<file path="src/rtl/popcnt_seq_arb_if.sv">
// Request/response bundle for popcnt_seq_arb: NREQ word requesters plus one
// result channel carrying the owning requester ID and the ones count.
interface popcnt_seq_arb_if #(
   parameter int NREQ  = 2,
   parameter int WIDTH = 32
);
   localparam int CW = $clog2(WIDTH + 1);
   localparam int IW = (NREQ > 1) ? $clog2(NREQ) : 1;

   logic [NREQ-1:0]       req_valid;
   logic [NREQ*WIDTH-1:0] req_data;
   logic [NREQ-1:0]       req_ready;
   logic                  rsp_valid;
   logic                  rsp_ready;
   logic [IW-1:0]         rsp_id;
   logic [CW-1:0]         rsp_count;

   modport master (
      output req_valid, req_data, rsp_ready,
      input  req_ready, rsp_valid, rsp_id, rsp_count
   );

   modport slave (
      input  req_valid, req_data, rsp_ready,
      output req_ready, rsp_valid, rsp_id, rsp_count
   );
endinterface

</file>
<file path="src/rtl/popcnt_seq_arb.sv">
// Round-robin shared byte-serial popcount: accepts one word, counts it a byte per cycle, returns the total.
// Optional POPCNT_EARLY_EXIT_EN: leave RUN as soon as the remaining shifted bits are all zero.
//
// state | meaning
// IDLE  | arbitrating, req_ready one-hot to the round-robin winner
// RUN   | counting one byte of the latched word per cycle
// RESP  | result presented, waiting for rsp_ready
module popcnt_seq_arb #(
   parameter int NREQ  = 2,
   parameter int WIDTH = 32
) (
   input  logic             clk,
   input  logic             reset,
   popcnt_seq_arb_if.slave  bus,
   output logic             busy
);
   localparam int NB = WIDTH / 8;
   localparam int CW = $clog2(WIDTH + 1);
   localparam int IW = (NREQ > 1) ? $clog2(NREQ) : 1;
   localparam int PW = (NB > 1) ? $clog2(NB) : 1;

   typedef enum logic [1:0] {
      IDLE = 2'd0,
      RUN  = 2'd1,
      RESP = 2'd2
   } state_t;

   state_t            state;
   state_t            state_nxt;
   logic [WIDTH-1:0]  shreg;
   logic [CW-1:0]     acc;
   logic [IW-1:0]     id;
   logic [IW-1:0]     rr_ptr;
   logic [PW-1:0]     pass_cnt;

   logic [NREQ-1:0]   grant;
   logic [IW-1:0]     gnt_idx;
   logic [WIDTH-1:0]  gnt_word;
   logic              accept;
   logic              last_pass;
   logic [3:0]        byte_ones;

   // Scan from lowest to highest priority so the highest-priority valid requester is written last.
   always_comb begin : arb
      int idx;
      grant    = '0;
      gnt_idx  = '0;
      gnt_word = '0;
      idx      = 0;
      if (state == IDLE) begin
         for (int k = NREQ; k >= 1; k--) begin
            idx = (int'(rr_ptr) + k) % NREQ;
            if (bus.req_valid[idx]) begin
               grant        = '0;
               grant[idx]   = 1'b1;
               gnt_idx      = IW'(idx);
               gnt_word     = bus.req_data[idx*WIDTH +: WIDTH];
            end
         end
      end
   end

   assign accept = |(bus.req_valid & grant);

   always_comb begin
      byte_ones = '0;
      for (int i = 0; i < 8; i++) begin
         byte_ones = byte_ones + {3'b000, shreg[i]};
      end
   end

   always_comb begin
      state_nxt = state;
      last_pass = (pass_cnt == PW'(NB - 1));
`ifdef POPCNT_EARLY_EXIT_EN
      if ((shreg >> 8) == '0) begin
         last_pass = 1'b1;
      end
`endif
      case (state)
         IDLE:    if (accept)        state_nxt = RUN;
         RUN:     if (last_pass)     state_nxt = RESP;
         RESP:    if (bus.rsp_ready) state_nxt = IDLE;
         default:                    state_nxt = IDLE;
      endcase
   end

   always_ff @(posedge clk) begin
      if (reset) begin
         state <= IDLE;
      end else begin
         state <= state_nxt;
      end
   end

   always_ff @(posedge clk) begin
      if (reset) begin
         shreg    <= '0;
         acc      <= '0;
         id       <= '0;
         rr_ptr   <= IW'(NREQ - 1);
         pass_cnt <= '0;
      end else begin
         case (state)
            IDLE: begin
               if (accept) begin
                  shreg    <= gnt_word;
                  acc      <= '0;
                  id       <= gnt_idx;
                  rr_ptr   <= gnt_idx;
                  pass_cnt <= '0;
               end
            end
            RUN: begin
               acc      <= acc + CW'(byte_ones);
               shreg    <= shreg >> 8;
               pass_cnt <= pass_cnt + 1'b1;
            end
            default: ;
         endcase
      end
   end

   // acc is frozen outside RUN, so the result holds steady for the whole RESP phase.
   assign bus.req_ready = grant;
   assign bus.rsp_valid = (state == RESP);
   assign bus.rsp_id    = id;
   assign bus.rsp_count = acc;
   assign busy          = (state != IDLE);

endmodule
</file>
<file path="src/flat_wrapper.sv">
// flat-port wrapper written by rule: the top's interface ports become plain ports
module popcnt_seq_arb_flat 
#(
   parameter int NREQ  = 2,
   parameter int WIDTH = 32
)
  (clk, reset, busy, bus_req_valid, bus_req_data, bus_rsp_ready, bus_req_ready, bus_rsp_valid, bus_rsp_id, bus_rsp_count);
  popcnt_seq_arb_if #(.NREQ(NREQ), .WIDTH(WIDTH)) bus_i ();
  input  logic clk;
  input  logic reset;
  output logic busy;
  input wire logic [$bits(bus_i.req_valid)-1:0] bus_req_valid;
  input wire logic [$bits(bus_i.req_data)-1:0] bus_req_data;
  input wire logic [$bits(bus_i.rsp_ready)-1:0] bus_rsp_ready;
  output wire logic [$bits(bus_i.req_ready)-1:0] bus_req_ready;
  output wire logic [$bits(bus_i.rsp_valid)-1:0] bus_rsp_valid;
  output wire logic [$bits(bus_i.rsp_id)-1:0] bus_rsp_id;
  output wire logic [$bits(bus_i.rsp_count)-1:0] bus_rsp_count;
  assign bus_i.req_valid = bus_req_valid;
  assign bus_i.req_data = bus_req_data;
  assign bus_i.rsp_ready = bus_rsp_ready;
  assign bus_req_ready = bus_i.req_ready;
  assign bus_rsp_valid = bus_i.rsp_valid;
  assign bus_rsp_id = bus_i.rsp_id;
  assign bus_rsp_count = bus_i.rsp_count;
  popcnt_seq_arb #(.NREQ(NREQ), .WIDTH(WIDTH)) u_core (.clk(clk), .reset(reset), .bus(bus_i), .busy(busy));
endmodule
</file>
<file path="config.mk">
export PLATFORM = sky130hd
export DESIGN_NAME = popcnt_seq_arb_flat
export DESIGN_NICKNAME = d
export VERILOG_FILES = /design/src/rtl/popcnt_seq_arb_if.sv /design/src/rtl/popcnt_seq_arb.sv /design/src/flat_wrapper.sv
export SDC_FILE = /design/constraint.sdc
export NUM_CORES = 1
export LEC_CHECK = 0
export CORE_ASPECT_RATIO = 0.75
export CORE_MARGIN = 2
export CORE_UTILIZATION = 42
export CTS_BUF_LIST = sky130_fd_sc_hd__clkbuf_8
export CTS_CLUSTER_DIAMETER = 100
export DETAILED_ROUTE_END_ITERATION = 12
export DONT_BUFFER_PORTS = 1
export SETUP_SLACK_MARGIN = 0.15
export SYNTH_ARGS = -nofsm -noshare
export SYNTH_HDL_FRONTEND = slang
export SYNTH_SLANG_ARGS = --single-unit
</file>
<file path="constraint.sdc">
create_clock -name clk -period 11.41 [get_ports clk]
set_input_delay 0 -clock clk [delete_from_list [all_inputs] [get_ports clk]]
set_output_delay 0 -clock clk [all_outputs]
set_load 0.005 [all_outputs]
</file>
==> Yosys cells after proc, flatten, opt, wreduce, memory -nomap -nowiden <==
Cells that the tools add are included.
{ "op_classes": {"bitwise": 3, "add_sub_neg": 11, "reduce_logical": 9, "order_cmp": 4, "shift": 2, "muxes": 27, "eq_ne": 6} }
{ "ops": {"columns": ["cell", "count"], "rows": [
  ["$shiftx 64x7->32", 2],
  ["$mux 32", 3],
  ["$pmux 32 s2", 1],
  ["$add 4x1->4", 6],
  ["$mux 2", 7],
  ["$pmux 6 s2", 1],
  ["$mux 1", 10],
  ["$add 6x4->6", 1],
  ["$lt 2x3->1 const B", 2],
  ["$mux 6", 1],
  ["$pmux 2 s3", 1],
  ["$eq 2x2->1 const B", 2],
  ["$ge 2x1->1 const B", 2],
  ["$ne 2x1->1 const B", 2],
  ["$pmux 2 s2", 1],
  ["$reduce_and 2->1", 2],
  ["$reduce_bool 2->1", 2],
  ["$reduce_and 3->1", 1],
  ["$add 1x1->1 const B", 2],
  ["$add 1x1->2", 1],
  ["$add 2x1->2 const B", 1],
  ["$and 1x1->1 const A", 2],
  ["$and 2x2->2", 1],
  ["$demux 1 s1", 2],
  ["5 further kinds", 6]
]} }
{ "totals": {"word_cells": 68, "out_inout_bits": 11, "inputBits": 69, "register_bits": 44} }

==> Longest topological paths before layout <==
Gate-level depths: netlist (run 1).
{ "logic_depth": {"ltp_word": 13, "ltp_mapped": 13, "mapped_depth_nobuf": 13} }

==> Worst setup path after synthesis (run 1) <==
Ideal clock, no wire load.
{ "synth_timing": {"path_type": "reg2reg", "startpoint": "register u_core.shreg[0]", "endpoint": "register u_core.acc[4], in the netlist u_core.bus.rsp_count[4]", "path_buffers": 0, "synth_period_minus_slack_ps": 3631, "path_slack_ps": 7779, "required_ps": 11345, "path_stages_with_launch": 12, "setup_ps": 65, "arrival_time_ps": 3566, "cell_sequence": "dfxtp_1 ha_1 inv_1 fa_1 fa_1 fa_1 fa_1 fa_1 nand2b_1 a211oi_1 mux2_2 nor2_1"} }
{ "synth_via": {"elab_chain_cells": 9} }
{ "synth_rtl": {"columns": ["element", "line", "text"], "rows": [
  ["start: declaration", "popcnt_seq_arb.sv:30", "logic [WIDTH-1:0] shreg;"],
  ["start signal: assignment", "popcnt_seq_arb.sv:107", "shreg <= gnt_word;"],
  ["start signal: assignment", "popcnt_seq_arb.sv:116", "shreg <= shreg >> 8;"],
  ["$add 1x1->2", "popcnt_seq_arb.sv:68", "byte_ones = byte_ones + {3'b000, shreg[i]};"],
  ["$add 4x1->4 (6 in series)", "popcnt_seq_arb.sv:68", null],
  ["$add 6x4->6", "popcnt_seq_arb.sv:115", "acc <= acc + CW'(byte_ones);"],
  ["$pmux 6 s2", "popcnt_seq_arb.sv:104", "case (state)"],
  ["end signal: assignment", "popcnt_seq_arb.sv:115", null],
  ["end: declaration", "popcnt_seq_arb.sv:31", "logic [CW-1:0] acc;"]
]} }
Every way passes these cells.
A chain may end at the register's enable or synchronous reset.

==> Worst setup path after layout (run 1) <==
{ "layout_timing": {"startpoint": "register u_core.shreg[0]", "endpoint": "register u_core.acc[5], in the netlist u_core.bus.rsp_count[5]"} }
Same word-level chain as after synthesis.

==> metrics.md, run 1 <==
| Metric | Value |
|---|---|
| CTS Hold Bufs | `67` |
| Status | `completed` |
| Synthesis warning total | `0` |
| Non-filler cells, final | `387` |
| Sequential fraction of the synthesis area | `39.22%` |
| Die area | `5955 um2` |
| Starting Density | `42.88%` |
| Routed via count | `2205` |
| WS Path Type | `reg -> reg` |
| Highest clock rate | `263.1 MHz` |
| Pins over their slew limit | `0` |
| WHS Path Cells | `2` |
| Ys flop type | `dfxtp_1` |
| Number of synthesized flops with an enable pin | `0` |
| Leading post-synthesis cells by cell area | `dfxtp_1, o221ai_1, o22ai_1` |
| Vias in the first global route | `2126` |
| # Post-CTS Setup Buffers | `0` |
| Top cell type's share of synthesized area | `39.22%` |
| Initial antenna violation count | `0` |
| I/O pins | `80` |
| GRT Total Usage | `22.27%` |
| CP Max Fanout | `3` |
| Die X | `just under 90 um` |
| Post-DP Area | `2250 um2` |
| Hold Path Class | `in -> reg` |
| HPWL Detailed | `between 3000 and 4000 um` |
| Worst hold slack | `0.02228 ns` |
| RePlAce Congestion | `roughly 0.8` |
| N_diodes | `0` |
| Count leader, synth | `dfxtp_1` |
| M2 GR Usage | `36.09%` |
| Largest net degree at the start of global routing | `36` |
| Fillers | `464` |
| Setup violators final | `0` |
| Power Dens Cells | `143.0 nW/um2` |
| Gr ovfl total | `0` |
| Post-synth top cells | `dfxtp_1, nor2_1, a21oi_1` |
| Worst path required time | `around 12 ns` |
| R2r setup slk | `7.61 ns` |
| Cell Area, Synth | `2246 um2` |
| Met3 Use GR | `4.768%` |
| Cell taking the most area after synthesis | `dfxtp_1` |
| Post_cts resized | `0` |
| Final WL | `6444 um` |
| TritonRoute pass-1 iters | `4` |
| Ys async rst share | `0%` |
| ANT nets after route | `0` |
| Clock Skew | `0.009249 ns` |
| RSZ-0062 raised after global routing | `false` |
| Via-per-instance ratio | `5.698` |
| Synth Net Count | `338` |
| Mapped Cells | `256` |
| Row cnt | `23` |
| Crit end category | `flip-flop` |
| Tcrit/Tclk final | `~33%` |
| Synth Area per Inst | `between 8 and 9 um2` |
| Fraction of layout cells with a size suffix above 1 | `5.449%` |
| Grt peak-use layer | `met2` |
| Clock transition at path regs | `0.09 ns` |
| Crit path DAT | `4.03 ns` |
| Wire per inst | `16.65 um` |
| Final Hold Viols | `0` |
| First-pass GRT wire length | `10050 um` |
| Slew margin rel. | `between 30% and 40%` |
| CTS buffer count | `5` |
| Yosys reg bits | `44` |
| Synth unique cells | `35` |
| Clock tree from TritonCTS | `built` |
| GR Util met1 | `29.78%` |
| Placed Cells | `312` |
| Area grow syn2layout | `34.99%` |
| Setup TNS | `0 ns` |
| DRC viols | `0` |
| Number of max-cap violations | `0` |
| Peak supply drop | `0.08724 mV` |
| Core Area | `5238 um2` |
| Crit path time final | `3.800 ns` |
| Clk sinks | `44` |
| Max clock buf depth | `2` |
| Port buffer count | `0` |
| Clock insertion delay at the later pin of the skew report | `0.30 ns` |
| Slew @ Worst Pin | `1.040 ns` |
| P_leak | `1.171 nW` |
| Cell depth of the worst flop-to-flop path | `12` |
| Die H | `67.33 um` |
| Crit start category | `flip-flop` |
| CTS Root Cell | `clkbuf_8` |
| Nets@finish | `about 400` |
| Cell area after layout | `3032 um2` |
| DRT iter0 DRCs | `78` |
| Htree depth | `2` |
-- power breakdown --
part	internal (mW)	switching [mW]	leakage (nW)	total [mW]
logic	0.0629	0.0659	0.754	0.129
clock network	0.0649	0.0570	0.0541	0.122
registers	0.171	0.0122	0.363	0.183
-- layer usage --
layer | wire length (um) | vias to the layer above
li1 | - | 1072
met1 | 2914 | 1034
met2 | 2981 | 88
met3 | 443 | 11
met4 | 104 | 0
met5 | 0 | -
-- cell families (layout without fill, tap and decap cells) --
| family | count (synthesis) | after routing | share of synthesized area [%] |
|---|---|---|---|
| XOR/XNOR | 1 | 1 | 0.3900 |
| AO/OA/AOI/OAI | 106 | 106 | 32.54 |
| flip-flops | 44 | 44 | 39.22 |
| buffers and inverters | 39 | 95 | 7.688 |
| multiplexers | 2 | 2 | 1.003 |
| adder cells (fa/ha/maj) | 13 | 13 | 8.914 |
| AND/OR/NAND/NOR | 51 | 51 | 10.25 |
-- state kept, by name (all words and copies together), names as in the netlist --
name and count:
u_core.state 2, u_core.rr_ptr 1, u_core.shreg 32, u_core.bus.rsp_count 6
u_core.bus.rsp_id 1, u_core.pass_cnt 2
-- final cells by class --
class	instances	area, um2	share of cell area, %
multi-input cells	173	1192	39.33
flip-flops and latches	44	880.8	29.05
repair buffers	69	685.7	22.62
well taps	75	93.84	3.095
clock buffers	5	68.82	2.270
inverters	18	67.56	2.229
clock inverters	3	42.54	1.403
-- per-stage QoR --
stage / utilization (%) / power [mW] / setup WS [ns]
5_1_grt: 57.88 / 0.4609 / 7.442
6_report: 57.88 / 0.4336 / 7.610
2_1_floorplan: - / 0.2665 / 7.779
3_3_place_gp: 42.95 / 0.2860 / 7.693
4_1_cts: 57.88 / 0.4339 / 7.595
3_5_place_dp: 42.95 / 0.2884 / 7.616
-- cell usage in the layout (no fill, tap or decap), types with 2 or more instances in the layout --
cell type,n
a21oi_1,28
a221oi_1,8
a22oi_1,2
buf_4,2
clkbuf_8,5
dfxtp_1,44
dlygate4sd3_1,67
fa_1,5
ha_1,8
inv_1,17
mux2_2,2
nand2_1,5
nand2b_1,4
nand3_1,4
nand4_1,2
nor2_1,29
nor2b_1,4
o21ai_0,10
o221ai_1,24
o22ai_1,24
-- critical path: stages, from the launching register on --
cell      delay, ns
dfxtp_1        0.33
ha_1           0.28
inv_1          0.05
fa_1           0.49
fa_1           0.43
fa_1           0.41
fa_1           0.56
inv_1          0.06
ha_1           0.28
a211oi_2       0.24
o21bai_1       0.13
a311o_1        0.36
a21oi_1        0.11
-- final timing paths --
check | from | to
max | u_core.shreg[0] | u_core.bus.rsp_count[5]
min reg2reg | u_core.pass_cnt[1] | u_core.pass_cnt[1]
max reg2reg | u_core.shreg[0] | u_core.bus.rsp_count[5]
min | bus_req_valid[1] | u_core.rr_ptr
Note: power is estimated with default switching activity, not from simulation.
==> run 2: changes to the inputs <==
clock period = 3.96 ns   (was 11.41 ns; I/O delays follow)
==> run 2 against run 1 <==
- power grew to 3.0 times the previous value
- worst hold slack better by 0.0013 ns
- global-route usage increased by 0.095 points
- flip-flop and latch count did not move
- combinational power increased to 3.3 times the previous value
- maximum frequency is 2.6% higher
- die area is the same
- critical path depth fell by 1
- sequential power grew to 2.9 times the previous value
- non-clock buffer count grew 3
==> metrics.md, run 2 (same netlist as run 1, synthesis figures left out) <==
| Metric | Value |
|---|---|
| Crit path DAT | `3.94 ns` |
| Die X | `a little under 90 um` |
| Largest net degree at the start of global routing | `36` |
| Die H | `67.33 um` |
| Clock Skew | `roughly 0.0078 ns` |
| CP Max Fanout | `2` |
| Clock transition at path regs | `~0.090 ns` |
| First-pass GRT wire length | `between 10000 and 15000 um` |
| Die area | `5955 um2` |
| Worst hold slack | `0.02358 ns` |
| Power Dens Cells | `~420 nW/um2` |
| RePlAce Congestion | `0.8273` |
| WS Path Type | `reg -> reg` |
| Pwr Total | `1.319 mW` |
| Final Hold Viols | `0` |
| CTS Root Cell | `clkbuf_8` |
| Hold Path Class | `in -> reg` |
| DRC viols | `0` |
| N_diodes | `0` |
| Crit start category | `flip-flop` |
| HPWL Detailed | `3850 um` |
| Commonest non-fill, non-tap cells in the layout | `dlygate4sd3_1, dfxtp_1, nor2_1` |
| Max clock buf depth | `2` |
| Comb pwr share | `32.1%` |
| Port buffer count | `0` |
| CTS buffer count | `5` |
| Clock tree from TritonCTS | `built` |
| TritonRoute pass-1 iters | `4` |
| Row cnt | `23` |
| Slew margin rel. | `31.29%` |
| Routed via count | `approximately 2200` |
| Worst path required time | `between 4 and 5 ns` |
| Via-per-instance ratio | `5.636` |
| Tcrit/Tclk final | `93.50%` |
| GRT Total Usage | `22.36%` |
| DRT iter0 DRCs | `89` |
| Vias in the first global route | `2048` |
| Slew @ Worst Pin | `between 1 and 1.5 ns` |
| Starting Density | `42.88%` |
| Net Sw Power | `0.4058 mW` |
| Setup violators final | `0` |
| Wire per inst | `16.59 um` |
| Clock insertion delay at the later pin of the skew report | `about 0.3 ns` |
| Htree depth | `2` |
| Clock power frac | `roughly 28%` |
| Most common cell after layout, fill and taps aside | `dlygate4sd3_1` |
| Max FFs per register | `32` |
| Number of max-cap violations | `0` |
| Net Sw Frac | `30.77%` |
| Core Area | `5238 um2` |
| Highest clock rate | `270.1 MHz` |
| Area grow syn2layout | `39.11%` |
| Fraction of layout cells with a size suffix above 1 | `9.206%` |
| Peak supply drop | `0.2255 mV` |
| Cell area after layout | `~3100 um2` |
| Initial antenna violation count | `0` |
| Nets@finish | `about 400` |
| Crit end category | `flip-flop` |
| Setup TNS | `0 ns` |
| P_leak | `approximately 1.2 nW` |
| Crit path time final | `3.703 ns` |
| I/O pins | `80` |
| ANT nets after route | `0` |
| Sequential Power Share | `40.2%` |
| Pins over their slew limit | `0` |
| Status | `completed` |
| Int Power | `0.9129 mW` |
| Clk sinks | `44` |
| RSZ-0062 raised after global routing | `true` |
| Fin util | `about 60%` |
| Final WL | `6469 um` |
| Post-DP Area | `between 2000 and 2500 um2` |
| Top reg by flops | `u_core.shreg` |
| Gr ovfl total | `0` |
==> run 2: changes by cell type in the layout (fill, tap and decap cells not counted), moves of 2 or more <==
cell / before / now
inv_1: 17 / 15
fa_1: 5 / 2
fa_2: 0 / 3
ha_4: 0 / 2
buf_4: 2 / 4
ha_1: 8 / 6
inv_2: 1 / 3
==> run 2: cell type report <==
type,instances,area (um2)
fill,461,2113
sequential,44,882.1
clock inverter,2,38.79
inverter,18,67.56
multi-input combinational,173,1249
tap,75,93.84
timing repair buffer,72,710.7
clock buffer,6,82.58
==> run 2: critical path, cell delays in order, from the launching register on <==
cell	delay (ns)
dfxtp_2	0.35
ha_4	0.25
inv_2	0.03
fa_1	0.52
fa_1	0.45
fa_2	0.40
fa_2	0.50
fa_2	0.36
nand2b_4	0.15
a211oi_2	0.24
mux2_4	0.31
nor2_1	0.07
==> run 2: what timing repair did <==
item | 4_1_cts | 5_1_grt
gates resized for setup | 0 | 13
hold buffers | 68 | 0
setup endpoints to repair | 0 | 2
endpoints found under the hold margin | 44 | 0
setup buffers | 0 | 2
==> run 2: worst paths after layout <==
path | end | slack, ns | start | depth (start not counted)
min | u_core.rr_ptr | 0.02 | bus_req_valid[1] | 2
min reg2reg | u_core.pass_cnt[1] | 0.48 | u_core.pass_cnt[1] | 2
max reg2reg | u_core.bus.rsp_count[4] | 0.26 | u_core.shreg[0] | 11
max | u_core.bus.rsp_count[4] | 0.26 | u_core.shreg[0] | 11
==> run 2: metrics by stage <==
step / std cells / setup slack, ns
2_1_floorplan: 256 / 0.3293
3_3_place_gp: 312 / 0.2462
3_5_place_dp: 312 / 0.1908
4_1_cts: 388 / 0.1622
5_1_grt: 390 / 0.1379
6_report: 390 / 0.2573
==> run 2: layer usage <==
layer / part of all wire (%) / vias to the layer above / routed length (um) / global-route usage [%]
li1: - / 1083 / - / -
met1: 46 / 1028 / 2994 / 29.47
met2: 46 / 76 / 2948 / 35.90
met3: 6.3 / 11 / 406 / 5.379
met4: 1.8 / 0 / 119 / 8.144
met5: 0 / - / 0 / 0
==> run 2: power by group through the flow <==
stage / registers, mW / logic (mW) / clock network, mW
after floorplan: 0.524 / 0.243 / 0
after global placement: 0.535 / 0.287 / 0
after detailed placement: 0.536 / 0.290 / 0
after CTS: 0.526 / 0.367 / 0.372
after global routing: 0.535 / 0.471 / 0.394
final: 0.530 / 0.424 / 0.365
==> run 3: changes to the inputs <==
CORE_ASPECT_RATIO = 1.5   (was 0.75)
==> run 3 against run 2 <==
- critical path depth grew 1
- cell area fell by 3.0%
- sequential share of layout area rose by 0.90 points
- global-route usage is 0.46 points lower
- wire length down 3.5%
- via count rose by 0.77%
- clock power is 21% lower
- die area about the same
- clock-buffer cell count is the same
- final cell count is 2.3% lower
- largest power group unchanged
==> metrics.md, run 3 (same netlist as run 1, synthesis figures left out) <==
| Metric | Value |
|---|---|
| Vias in the first global route | `about 2100` |
| Pins over their slew limit | `0` |
| Most common cell after layout, fill and taps aside | `dlygate4sd3_1` |
| Row cnt | `32` |
| Wire per inst | `16.38 um` |
| Htree depth | `2` |
| Comb pwr share | `30.9%` |
| ANT nets after route | `0` |
| RSZ-0062 raised after global routing | `true` |
| Fraction of layout cells with a size suffix above 1 | `7.029%` |
| GRT Total Usage | `around 22%` |
| Hold Path Class | `in -> reg` |
| Power Dens Cells | `390.0 nW/um2` |
| Non-filler cells, final | `381` |
| Tcrit/Tclk final | `93.93%` |
| Dpl ws | `0.1764 ns` |
| Sequential Power Share | `44.8%` |
| Crit path time final | `around 3.7 ns` |
| Net Sw Frac | `31.33%` |
| Commonest non-fill, non-tap cells in the layout | `dlygate4sd3_1, dfxtp_1, nor2_1` |
| Clock insertion delay at the later pin of the skew report | `roughly 0.29 ns` |
| HPWL Detailed | `3933 um` |
| Net Sw Power | `between 0.3 and 0.4 mW` |
| Via-per-instance ratio | `5.814` |
| CTS Root Cell | `clkbuf_8` |
| RePlAce Congestion | `around 0.82` |
| First-pass GRT wire length | `10210 um` |
| Setup violators final | `0` |
| Die area | `5960 um2` |
| CTS buffer count | `5` |
| Die H | `a little over 90 um` |
| P_leak | `1.174 nW` |
| Routed via count | `2215` |
| Crit end category | `flip-flop` |
| Core Area | `approximately 5200 um2` |
| Placed Cells | `between 300 and 400` |
| Fillers | `about 470` |
| Number of max-cap violations | `0` |
| Peak supply drop | `between 0.2 and 0.25 mV` |
| Status | `completed` |
| Int Power | `approximately 0.81 mW` |
| CP Max Fanout | `3` |
| Setup TNS | `0 ns` |
| Clock power frac | `roughly a quarter` |
| Cell depth of the worst flop-to-flop path | `12` |
| Area grow syn2layout | `34.99%` |
| Clock transition at path regs | `0.08 ns` |
| Gr ovfl total | `0` |
| CP max stage delay | `about 0.53 ns` |
| Slew margin rel. | `33.23%` |
| Crit path DAT | `3.95 ns` |
| Worst path required time | `4.19 ns` |
| Highest clock rate | `268.8 MHz` |
| Max FFs per register | `32` |
| Initial antenna violation count | `0` |
| Nets@finish | `394` |
| Clock Skew | `0.004984 ns` |
| Port buffer count | `0` |
| Clock tree from TritonCTS | `built` |
| Most frequent CP cell | `fa_1` |
| Top reg by flops | `u_core.shreg` |
| Starting Density | `43.48%` |
| Fin util | `between 50% and 60%` |
| WHS Path Cells | `2` |
| Die X | `63.71 um` |
| Slew @ Worst Pin | `between 1 and 1.5 ns` |
| DRC viols | `0` |
| Max clock buf depth | `2` |
| Final Hold Viols | `0` |
| Largest net degree at the start of global routing | `36` |
| Cell chain of the critical path | `ha_4, inv_2, fa_1, fa_1, fa_2, fa_1, inv_1, ha_1, a211oi_2, o21bai_1, a311o_1, a21oi_1` |
| DRT iter0 DRCs | `95` |
| WS Path Type | `reg -> reg` |
| TritonRoute pass-1 iters | `4` |
| Slowest-stage cell, CP | `fa_1` |
| Worst setup margin | `between 0.2 and 0.25 ns` |
| N_diodes | `0` |
| Final WL | `6240 um` |
| Crit start category | `flip-flop` |
| Clk sinks | `44` |
| I/O pins | `80` |
==> run 3: changes by cell type in the layout (fill, tap and decap cells not counted), sizes merged <==
| cell | previous run | this run |
|---|---|---|
| buf | 4 | 3 |
| inv | 18 | 20 |
| clkinv | 1 | 0 |
| bufinv | 1 | 0 |
| dlygate4sd3 | 68 | 67 |
==> run 3: worst max-delay path: cells and delay by family (launching register included) <==
| family | cells | cell delay, ns |
|---|---|---|
| buf+inv | 2 | 0.08 |
| compound gates | 4 | 0.87 |
| flops | 1 | 0.34 |
| fa+ha+maj | 6 | 2.35 |
==> run 3: stage by stage <==
step           instance area, um2  hold WS (ns)  total power, mW
3_5_place_dp                 2241       0.07343           0.8264
4_1_cts                      3002      0.002805            1.182
2_1_floorplan                2246        0.1021           0.7679
3_3_place_gp                 2241       0.07130           0.8191
6_report                     3032      0.005944            1.182
5_1_grt                      3032       0.02330            1.269
==> run 3: final timing paths <==
check / start / to / slack (ns)
worst min-delay path: bus_req_valid[1] / u_core.rr_ptr / 0.006
worst max register to register: u_core.shreg[1] / u_core.bus.rsp_count[5] / 0.24
worst min register to register: u_core.pass_cnt[1] / u_core.pass_cnt[1] / 0.48
worst max-delay path: u_core.shreg[1] / u_core.bus.rsp_count[5] / 0.24
==> run 3: final cells by class <==
cell class	instances	area, um2	area share, %
clock buffers	6	82.58	2.724
clock inverters	2	7.507	0.2476
inverters	18	67.56	2.229
multi-input cells	173	1212	39.99
flip-flops and latches	44	883.3	29.14
well taps	68	85.08	2.806
repair buffers	70	693.2	22.86
==> run 3: power groups by stage <==
stage	clock (mW)	sequential, mW	combinational (mW)
after floorplan	0	0.524	0.243
after global placement	0	0.537	0.283
after detailed placement	0	0.537	0.289
after CTS	0.293	0.527	0.362
after global routing	0.311	0.536	0.422
final	0.288	0.530	0.365
==> run 3: layer usage <==
| layer | wire, um | vias up | global-route usage [%] |
|---|---|---|---|
| met3 | 189 | 11 | 4.091 |
| met4 | 150 | 0 | 8.152 |
| li1 | - | 1075 | - |
| met2 | 3327 | 49 | 38.51 |
| met1 | 2572 | 1080 | 26.27 |
| met5 | 0 | - | 0 |
==> run 3: timing repair <==
action                     in CTS  in global routing
hold buffers                   67                  0
buffers inserted                0                  1
hold endpoints to repair       44                  0
setup endpoints to repair       0                  2
gates resized for setup         0                  6
